## src/rtl/booth_pkg.sv

```systemverilog
// Shared types and helpers for the Booth multiplier / accumulator datapath.
// Holds the accumulator FSM state encoding and the signed-add overflow test.
package booth_pkg;

  localparam int PROD_W_DEF = 9;

  typedef enum logic [1:0] {
    ST_IDLE  = 2'd0,
    ST_ACCUM = 2'd1,
    ST_DONE  = 2'd2
  } state_t;

  // Operands already sign-extended to a common width: overflow iff the two
  // operand signs agree and the sum sign disagrees with them.
  function automatic logic add_ovf(input logic a_msb, input logic b_msb, input logic s_msb);
    return (a_msb == b_msb) && (s_msb != a_msb);
  endfunction

endpackage

```

## src/rtl/booth_mac_accum_if.sv

```systemverilog
// Product-in / result-out handshake bundle for booth_mac_accum.
// master = producer/consumer side, slave = the accumulator block.
interface booth_mac_accum_if #(
    parameter int PROD_W = booth_pkg::PROD_W_DEF,
    parameter int ACC_W  = 16,
    parameter int N_MAX  = 16
);
    localparam int CNT_W = $clog2(N_MAX + 1);

    logic                     start;
    logic [CNT_W-1:0]         len;
    logic                     prod_valid;
    logic                     prod_ready;
    logic signed [PROD_W-1:0] prod;
    logic                     acc_valid;
    logic                     acc_ready;
    logic signed [ACC_W-1:0]  acc;
    logic                     ovf;
    logic                     busy;

    modport master (
        output start, len, prod_valid, prod, acc_ready,
        input  prod_ready, acc_valid, acc, ovf, busy
    );

    modport slave (
        input  start, len, prod_valid, prod, acc_ready,
        output prod_ready, acc_valid, acc, ovf, busy
    );
endinterface

```

## src/rtl/booth_acc_adder.sv

```systemverilog
// Combinational accumulate step: sign-extend product, add, flag overflow.
// BOOTH_ACC_SAT_EN selects saturating instead of wrapping results.
module booth_acc_adder
    import booth_pkg::*;
#(
    parameter int PROD_W = PROD_W_DEF,
    parameter int ACC_W  = 16
) (
    input  logic signed [ACC_W-1:0]  acc,
    input  logic signed [PROD_W-1:0] prod,
    output logic signed [ACC_W-1:0]  sum,
    output logic                     ovf
);
    logic signed [ACC_W-1:0] ext;
    logic signed [ACC_W-1:0] raw;

    assign ext = ACC_W'(prod);
    assign raw = acc + ext;
    assign ovf = add_ovf(acc[ACC_W-1], ext[ACC_W-1], raw[ACC_W-1]);

`ifdef BOOTH_ACC_SAT_EN
    // On overflow both operands share a sign, so acc's sign picks the rail.
    localparam logic [ACC_W-1:0] SAT_MAX = {1'b0, {(ACC_W-1){1'b1}}};
    localparam logic [ACC_W-1:0] SAT_MIN = {1'b1, {(ACC_W-1){1'b0}}};
    assign sum = !ovf ? raw : (acc[ACC_W-1] ? SAT_MIN : SAT_MAX);
`else
    assign sum = raw;
`endif
endmodule

```

## src/rtl/booth_mac_accum.sv

```systemverilog
// Sums a programmed run of signed Booth products and hands the result downstream.
// Wrap vs. saturate is chosen by BOOTH_ACC_SAT_EN (see booth_acc_adder).
module booth_mac_accum
    import booth_pkg::*;
#(
    parameter int PROD_W = PROD_W_DEF,
    parameter int ACC_W  = 16,
    parameter int N_MAX  = 16
) (
    input  logic               clk,
    input  logic               resetn,
    booth_mac_accum_if.slave   bus
);
    localparam int CNT_W = $clog2(N_MAX + 1);

    state_t                  state_q, state_d;
    logic signed [ACC_W-1:0] acc_q, acc_d, sum;
    logic                    ovf_q, ovf_d, step_ovf;
    logic [CNT_W-1:0]        rem_q, rem_d, len_c;
    logic                    hs, launch;

    booth_acc_adder #(.PROD_W(PROD_W), .ACC_W(ACC_W)) u_add (
        .acc  (acc_q),
        .prod (bus.prod),
        .sum  (sum),
        .ovf  (step_ovf)
    );

    assign len_c  = (bus.len > CNT_W'(N_MAX)) ? CNT_W'(N_MAX) : bus.len;
    assign hs     = bus.prod_valid && (state_q == ST_ACCUM);
    // A retiring result and a new start in the same cycle chain with no idle bubble.
    assign launch = bus.start && ((state_q == ST_IDLE) ||
                                  ((state_q == ST_DONE) && bus.acc_ready));

    always_comb begin
        state_d = state_q;
        acc_d   = acc_q;
        ovf_d   = ovf_q;
        rem_d   = rem_q;
        case (state_q)
            ST_IDLE: ;
            ST_ACCUM: begin
                if (hs) begin
                    acc_d = sum;
                    ovf_d = ovf_q | step_ovf;
                    rem_d = rem_q - 1'b1;
                    if (rem_q == CNT_W'(1)) state_d = ST_DONE;
                end
            end
            ST_DONE: begin
                if (bus.acc_ready) state_d = ST_IDLE;
            end
            default: state_d = ST_IDLE;
        endcase
        if (launch) begin
            acc_d   = '0;
            ovf_d   = 1'b0;
            rem_d   = len_c;
            state_d = (len_c == '0) ? ST_DONE : ST_ACCUM;
        end
    end

    always_ff @(posedge clk or negedge resetn) begin
        if (!resetn) begin
            state_q <= ST_IDLE;
            acc_q   <= '0;
            ovf_q   <= 1'b0;
            rem_q   <= '0;
        end else begin
            state_q <= state_d;
            acc_q   <= acc_d;
            ovf_q   <= ovf_d;
            rem_q   <= rem_d;
        end
    end

    assign bus.prod_ready = (state_q == ST_ACCUM);
    assign bus.acc_valid  = (state_q == ST_DONE);
    assign bus.busy       = (state_q != ST_IDLE);
    assign bus.acc        = acc_q;
    assign bus.ovf        = ovf_q;
endmodule

```

## src/flat_wrapper.sv

```systemverilog
// flat-port wrapper written by rule: the top's interface ports become plain ports
module booth_mac_accum_flat import booth_pkg::*;
#(
    parameter int PROD_W = PROD_W_DEF,
    parameter int ACC_W  = 16,
    parameter int N_MAX  = 16
)
  (clk, resetn, bus_start, bus_len, bus_prod_valid, bus_prod, bus_acc_ready, bus_prod_ready, bus_acc_valid, bus_acc, bus_ovf, bus_busy);
  booth_mac_accum_if #(.PROD_W(PROD_W), .ACC_W(ACC_W), .N_MAX(N_MAX)) bus_i ();
  input  logic clk;
  input  logic resetn;
  input wire logic [$bits(bus_i.start)-1:0] bus_start;
  input wire logic [$bits(bus_i.len)-1:0] bus_len;
  input wire logic [$bits(bus_i.prod_valid)-1:0] bus_prod_valid;
  input wire logic [$bits(bus_i.prod)-1:0] bus_prod;
  input wire logic [$bits(bus_i.acc_ready)-1:0] bus_acc_ready;
  output wire logic [$bits(bus_i.prod_ready)-1:0] bus_prod_ready;
  output wire logic [$bits(bus_i.acc_valid)-1:0] bus_acc_valid;
  output wire logic [$bits(bus_i.acc)-1:0] bus_acc;
  output wire logic [$bits(bus_i.ovf)-1:0] bus_ovf;
  output wire logic [$bits(bus_i.busy)-1:0] bus_busy;
  assign bus_i.start = bus_start;
  assign bus_i.len = bus_len;
  assign bus_i.prod_valid = bus_prod_valid;
  assign bus_i.prod = bus_prod;
  assign bus_i.acc_ready = bus_acc_ready;
  assign bus_prod_ready = bus_i.prod_ready;
  assign bus_acc_valid = bus_i.acc_valid;
  assign bus_acc = bus_i.acc;
  assign bus_ovf = bus_i.ovf;
  assign bus_busy = bus_i.busy;
  booth_mac_accum #(.PROD_W(PROD_W), .ACC_W(ACC_W), .N_MAX(N_MAX)) u_core (.clk(clk), .resetn(resetn), .bus(bus_i));
endmodule
```

## config.mk

```make
export PLATFORM = sky130hd
export DESIGN_NAME = booth_mac_accum_flat
export DESIGN_NICKNAME = d
export VERILOG_FILES = /design/src/rtl/booth_pkg.sv /design/src/rtl/booth_mac_accum_if.sv /design/src/rtl/booth_acc_adder.sv /design/src/rtl/booth_mac_accum.sv /design/src/flat_wrapper.sv
export SDC_FILE = /design/constraint.sdc
export NUM_CORES = 1
export LEC_CHECK = 0
export ABC_AREA = 1
export BUFFER_PORTS_ARGS = -buffer_cell sky130_fd_sc_hd__buf_4
export CORE_ASPECT_RATIO = 1.4
export CORE_MARGIN = 3
export CORE_UTILIZATION = 31
export DETAILED_ROUTE_END_ITERATION = 8
export SLEW_MARGIN = 20
export SYNTH_ARGS = -nofsm -noshare
export SYNTH_HDL_FRONTEND = slang
export SYNTH_SLANG_ARGS = --single-unit
```

## constraint.sdc

```tcl
create_clock -name clk -period 2 [get_ports clk]
set_input_delay 0 -clock clk [delete_from_list [all_inputs] [get_ports clk]]
set_output_delay 0 -clock clk [all_outputs]
set_load 0.1 [all_outputs]
```

==> results of run 1 <==
==> cells in the mapped netlist, drive strengths merged <==
| cell type | n |
|---|---|
| a21o | 1 |
| a21oi | 22 |
| a22o | 1 |
| a31oi | 1 |
| and2 | 2 |
| buf | 2 |
| clkinv | 1 |
| dfrtp | 24 |
| fa | 1 |
| ha | 17 |
| inv | 34 |
| nand2 | 84 |
| nand3 | 13 |
| nand3b | 2 |
| nand4 | 2 |
| nor2 | 23 |
| nor3 | 3 |
| o211ai | 1 |
| o21ai | 24 |
| o21bai | 1 |
| o22ai | 4 |
| or2 | 4 |
| xnor2 | 2 |
| xor2 | 3 |
==> final cells by class <==
cell class | count | area, sq um
multi-input combinational | 211 | 1249
fill | 641 | 3553
tap | 70 | 87.58
clock buffer | 4 | 45.04
inverter | 35 | 138.9
timing repair buffer | 42 | 330.3
sequential | 24 | 624.3
==> state kept, by name, summed over array words and instances, names as in the netlist <==
signal and cells:
u_core.state_q 2, u_core.rem_q 5, u_core.bus.acc 16, u_core.bus.ovf 1
==> worst max path at each step <==
stage | endpoint | cells after the start
detailed placement | u_core.bus.acc[14] | 12
finish | u_core.bus.acc[10] | 11
global route | u_core.bus.acc[10] | 11
floorplan | u_core.bus.acc[14] | 12
global placement | u_core.bus.acc[14] | 12
CTS | u_core.bus.acc[14] | 12
==> metrics by stage <==
step	power (uW)	utilization [%]	hold WS, ns
finish	4385	41.05	0.04001
global route	4761	41.05	0.04463
CTS	4403	40.51	0.03551
detailed placement	4071	39.60	-0.06574
global placement	4045	39.60	-0.07102
floorplan	3451	-	-0.2956
==> worst max-delay path: cells and delay by family, from the launching register on <==
| kind | cells | cell delay (ns) |
|---|---|---|
| buffers and inverters | 1 | 0.05 |
| DFF | 1 | 0.44 |
| adders and majority gates | 2 | 0.47 |
| and+or+nand+nor | 7 | 0.70 |
| AOI/OAI and AO/OA | 1 | 0.07 |
==> where the power goes <==
part           switching, uW  internal, uW  total (uW)
sequential               186           712         898
combinational           2270           906        3180
clock                    165           143         307
==> layout by cell type (no fill, tap or decap), types with 3 or more instances in the layout <==
cell,instances
sky130_fd_sc_hd__inv_2,3
sky130_fd_sc_hd__nand2_2,11
sky130_fd_sc_hd__dfrtp_1,9
sky130_fd_sc_hd__xor2_1,3
sky130_fd_sc_hd__o21ai_0,19
sky130_fd_sc_hd__inv_1,30
sky130_fd_sc_hd__o22ai_1,4
sky130_fd_sc_hd__nor3_1,3
sky130_fd_sc_hd__o21ai_2,5
sky130_fd_sc_hd__nand2_1,71
sky130_fd_sc_hd__ha_1,15
sky130_fd_sc_hd__nor2_1,21
sky130_fd_sc_hd__dfrtp_2,13
sky130_fd_sc_hd__nand3_1,11
sky130_fd_sc_hd__buf_4,40
sky130_fd_sc_hd__a21oi_1,22
sky130_fd_sc_hd__clkbuf_8,3
==> timing repair <==
item	CTS	global route
hold endpoints to repair	24	0
hold buffers	1	0
setup endpoints to repair	0	3
resized for setup	0	2
setup buffers	0	2
==> kinds of logic (layout without fill, tap and decap cells) <==
family                   count (synthesis)  after routing
XOR/XNOR                                 5              5
buffers and inverters                   37             81
flip-flops                              24             24
adder cells (fa/ha/maj)                 18             18
AO/OA/AOI/OAI                           55             55
AND/OR/NAND/NOR                        133            133
==> metal layers <==
layer	GRT usage, %	part of all wire [%]
met5	0	0
met4	4.603	1.5
met3	2.695	4.7
met2	24.93	51
met1	15.62	43
==> flow_metrics.tcl, run 1 <==
set metrics [dict create \
    core_area_sq_um 6028 \
    finalHoldViolations 0 \
    vias_per_cell 4.785 \
    placement.setup.worst_slack_ns 0.1609 \
    floorplan.io_pins 39 \
    finalSetupViolations 0 \
    htree_levels 1 \
    cts.clk_slew.worst_paths_ns 0.09 \
    setup.worst_path.start_class "flip-flop" \
    timing.setup.tns_ns 0 \
    slew_headroom_pct 78.47 \
    drc_errors 0 \
    synth_simple_gate_area_share_pct 31.38 \
    grt_overflow 0 \
    layout.nets 354 \
    worst_ep_required_time_ns 2.17 \
    buffer_ports.inserted 38 \
    largest_stage_delay_on_the_critical_path_ns 0.44 \
    rsz0062_at_grt "no" \
    post_synth.cell_area_avg_sq_um 7.300 \
    area.growth.synth_to_final_pct 24.64 \
    clock_path_buffers 2 \
    rr_startpoint "u_core.bus.acc[0]" \
    cts_tree "built" \
    synth_mux_area_share_pct 0 \
    worst_path_setup_slack_after_routing_ns 0.1675 \
    ys_warn_count 0 \
    cts_inserted_buffers 3 \
    detailed_place_hpwl_mm 3.807 \
    synth.net_count 309 \
    dpl-instance-area_sq_um 2387 \
    synth_largest_type_area_fraction_pct 30.25 \
    drt_iter0_drc 49 \
    dpl.cell_count 379 \
    timing.clock.skew_ns 0.004688 \
    clk-insertion-delay-late_ns 0.27 \
    worst_setup_path_end_kind "flip-flop" \
    dieArea_sq_um 7415 \
    cts_root_buffer_type "sky130_fd_sc_hd__clkbuf_8" \
    finalWeightedCongestion 0.8243 \
    horizontal_extent_of_the_die_microns 73.64 \
    worstReg2RegEnd "u_core.bus.acc[10]" \
    p_leak_uw 0.001275 \
    global_route.usage.total_pct 13.73 \
    sequential_fraction_of_the_synthesis_area_pct 30.25 \
    reg2reg_slack_ns 0.17 \
    layoutNonFillerInstCount 386 \
    postSynthCellCount 272 \
    run_status "complete, no violations" \
    max-cap-violations 0 \
    worstPathArrival_ns 2.00 \
    r2r.worst_path.cells 11 \
    layout_min_cycle_time_ns 1.833 \
    worst_ir_drop_vdd_v 0.0007041 \
    crit_fanout 4 \
    antenna_cells 0 \
    drt-wirelength-per-cell_microns 12.30 \
    worstMarginPinSlew_ns 0.3196 \
    synth_top_family_by_area "simple AND/OR/NAND/NOR gates" \
    floorplan.initialDensity_pct 32.94 \
    min_to "u_core.state_q[0]" \
    grt_pass1_wl_mm 8.190 \
    detailroute.via_count 1847 \
    grt_pass1_vias 1905 \
    syn_area_sq_um 1986 \
    xor_and_xnor_area_share_after_synthesis_pct 2.205 \
    placementRows 33 \
    synth.area.top_cells "sky130_fd_sc_hd__dfrtp_1 30%, sky130_fd_sc_hd__nand2_1 14%, sky130_fd_sc_hd__ha_1 11%" \
    critical_path.cell_chain "ha_4 -> inv_1 -> fa_2 -> nand3b_1 -> nand2_2 -> nand2_1 -> nand2_2 -> and2_1 -> o21ai_0 -> nand3_1 -> nand2_1" \
    synth-compound-area-share_pct 15.69 \
    synthDistinctLibCells 35 \
    whs_path_depth 3 \
    die-height_microns 100.7 \
    worstHoldPathType "in -> reg" \
    drive_above_1_share_pct 29.11 \
    grt_start_max_net_pins 25 \
    power_density_nw_per_um2 1772 \
    postLayoutCellArea_sq_um 2475 \
    final_antenna_net_count 0 \
    flops_latches_synth 24 \
    hold_path.startpoint "bus_len[4]" \
    initial_drt_pass_iterations 4 \
    routed_wl_mm 4.747 \
    worst-setup-path-type "reg -> reg" \
    worstSetupStartpoint "u_core.bus.acc[0]" \
    synth_area_leader_cell "sky130_fd_sc_hd__dfrtp_1" \
    final-max-slew-violation-count 0 \
    cts_sinks 24 \
    post_synth_fa_ha_maj_area_fraction_pct 11.72 \
    max_clock_freq_mhz 545.7 \
    antenna_found_initial 0 \
    critPathSlowestCell "sky130_fd_sc_hd__dfrtp_4" \
    min_period_over_period_pct 91.63 \
]
Power figures use the tool's default switching activity.
==> run 2, diff against run 1 <==
Settings changed: RECOVER_POWER set to 50.
==> run 2 against run 1 <==
Effect of this change: clock power hardly changed; utilization is 0.62 points lower; critical endpoint unchanged; clock skew hardly changed; highest routed layer unchanged.
==> flow_metrics.tcl, run 2 (same netlist as run 1, synthesis figures left out) <==
set metrics [dict create \
    die-height_microns 100.7 \
    largest_stage_delay_on_the_critical_path_ns 0.44 \
    cp_num_buf_inv 1 \
    power.share.clock_pct 7.1 \
    met1_length_mm 2.028 \
    drc_errors 0 \
    grt_start_max_net_pins 25 \
    core_area_sq_um 6028 \
    drive_above_1_share_pct 25.95 \
    layout.nets 354 \
    whs_path_depth 3 \
    pwr-share-comb_pct 72.2 \
    max-cap-violations 0 \
    antenna_found_initial 0 \
    critPathSlowestCell "sky130_fd_sc_hd__dfrtp_4" \
    timing.setup.tns_ns 0 \
    finalWeightedCongestion 0.8243 \
    rsz0062_at_grt "no" \
    horizontal_extent_of_the_die_microns 73.64 \
    timing.clock.skew_ns 0.004869 \
    antenna_cells 0 \
    dieArea_sq_um 7415 \
    worst_setup_path_end_kind "flip-flop" \
    clock_path_buffers 2 \
    cts_inserted_buffers 3 \
    drt-wirelength-per-cell_microns 12.29 \
    placementRows 33 \
    detailroute.via_count 1854 \
    cts.clk_slew.worst_paths_ns 0.09 \
    hold_path.startpoint "bus_len[4]" \
    worstPathArrival_ns 2.00 \
    rr_startpoint "u_core.bus.acc[0]" \
    worst-setup-path-type "reg -> reg" \
    final_antenna_net_count 0 \
    area.growth.synth_to_final_pct 22.75 \
    min_period_over_period_pct 91.64 \
    worst_path_dominant_cell_family "simple AND/OR/NAND/NOR gates" \
    max_reg_flops 16 \
    worstHoldPathType "in -> reg" \
    layout_commonest_cell "sky130_fd_sc_hd__nand2_1" \
    seq_power_share_pct 20.7 \
    worst_ir_drop_vdd_v 0.0007040 \
    critical_path.cell_chain "ha_4 -> inv_1 -> fa_2 -> nand3b_1 -> nand2_2 -> nand2_1 -> nand2_2 -> and2_1 -> o21ai_0 -> nand3_1 -> nand2_1" \
    buffer_ports.inserted 38 \
    slew_headroom_pct 7.359 \
    cts_tree "built" \
    mostFrequentLayoutCells "71 x sky130_fd_sc_hd__nand2_1, 30 x sky130_fd_sc_hd__inv_1, 30 x sky130_fd_sc_hd__buf_4" \
    global_route.usage.total_pct 13.73 \
    vias_per_cell 4.803 \
    drt_iter0_drc 50 \
    finalHoldViolations 0 \
    finalSetupViolations 0 \
    cts_sinks 24 \
    setup.worst_path.start_class "flip-flop" \
    initial_drt_pass_iterations 4 \
    floorplan.initialDensity_pct 32.94 \
    min_to "u_core.state_q[0]" \
    cts_root_buffer_type "sky130_fd_sc_hd__clkbuf_8" \
    layout_min_cycle_time_ns 1.833 \
    grt_pass1_vias 1905 \
    max_clock_freq_mhz 545.6 \
    worstReg2RegEnd "u_core.bus.acc[10]" \
    clk-insertion-delay-late_ns 0.27 \
    p_leak_uw 0.001236 \
    grt_overflow 0 \
    p_int_uw 1701 \
    reg2reg_slack_ns 0.17 \
    worst_ep_required_time_ns 2.17 \
    worstMarginPinSlew_ns 1.390 \
    run_status "complete, no violations" \
    final-max-slew-violation-count 0 \
    met2_length_mm 2.426 \
    htree_levels 1 \
    grt_pass1_wl_mm 8.190 \
    p_switching_uw 2622 \
    detailed_place_hpwl_mm 3.807 \
    power_density_nw_per_um2 1774 \
    dpl.cell_count 379 \
    met3WireLength_microns 216 \
    r2r.worst_path.cells 11 \
    hold-worst-slack_ns 0.03984 \
    layoutNonFillerInstCount 386 \
    top_signal_layer_used "met4" \
    floorplan.io_pins 39 \
    routed_wl_mm 4.744 \
    crit_fanout 4 \
    power_switching_share_pct 60.65 \
]
==> run 2: power by group through the flow <==
stage / clock, uW / combinational [uW] / sequential [uW]
after floorplan: 0 / 1660 / 1790
after global placement: 0 / 3140 / 902
after detailed placement: 0 / 3160 / 908
after CTS: 328 / 3180 / 898
after global routing: 341 / 3430 / 929
final: 308 / 3120 / 896
==> run 2: area by class of cell <==
type,instances,area (sq um)
inverter,35,138.9
clock buffer,4,45.04
sequential,24,624.3
tap,70,87.58
timing repair buffer,42,292.8
fill,645,3591
multi-input combinational,211,1249
==> run 2: what timing repair did <==
action,4_1_cts,5_1_grt
setup buffers,0,2
hold buffers,1,0
gates resized for setup,0,2
hold endpoints to repair,24,0
setup endpoints to repair,0,3
==> run 2: worst min-delay path, cell delays in order <==
cell and delay [ns]:
sky130_fd_sc_hd__buf_4 0.08, sky130_fd_sc_hd__nor2_1 0.05, sky130_fd_sc_hd__o21ai_0 0.14
==> run 2: worst max-delay path by stage <==
stage / slack (ns) / from / to / cells after the start
detailed placement: 0.16 / u_core.bus.acc[0] / u_core.bus.acc[14] / 12
global route: 0.006 / u_core.bus.acc[0] / u_core.bus.acc[10] / 11
finish: 0.17 / u_core.bus.acc[0] / u_core.bus.acc[10] / 11
global placement: 0.21 / u_core.bus.acc[0] / u_core.bus.acc[14] / 12
CTS: 0.15 / u_core.bus.acc[0] / u_core.bus.acc[14] / 12
floorplan: 0.04 / u_core.bus.acc[0] / u_core.bus.acc[14] / 12
==> run 2: through the flow <==
step	setup slack, ns	util [%]	area, sq um	power, uW
after CTS	0.1452	40.51	2442	4403
after detailed placement	0.1609	39.60	2387	4071
after global placement	0.2088	39.60	2387	4045
after floorplan	0.03509	-	2029	3451
final	0.1672	40.43	2437	4323
after global routing	0.005536	40.43	2437	4698
==> run 2: layer usage <==
layer,track usage [%],vias to the layer above
li1,-,977
met1,15.62,834
met2,24.93,36
met3,2.695,7
met4,4.603,0
met5,0,-
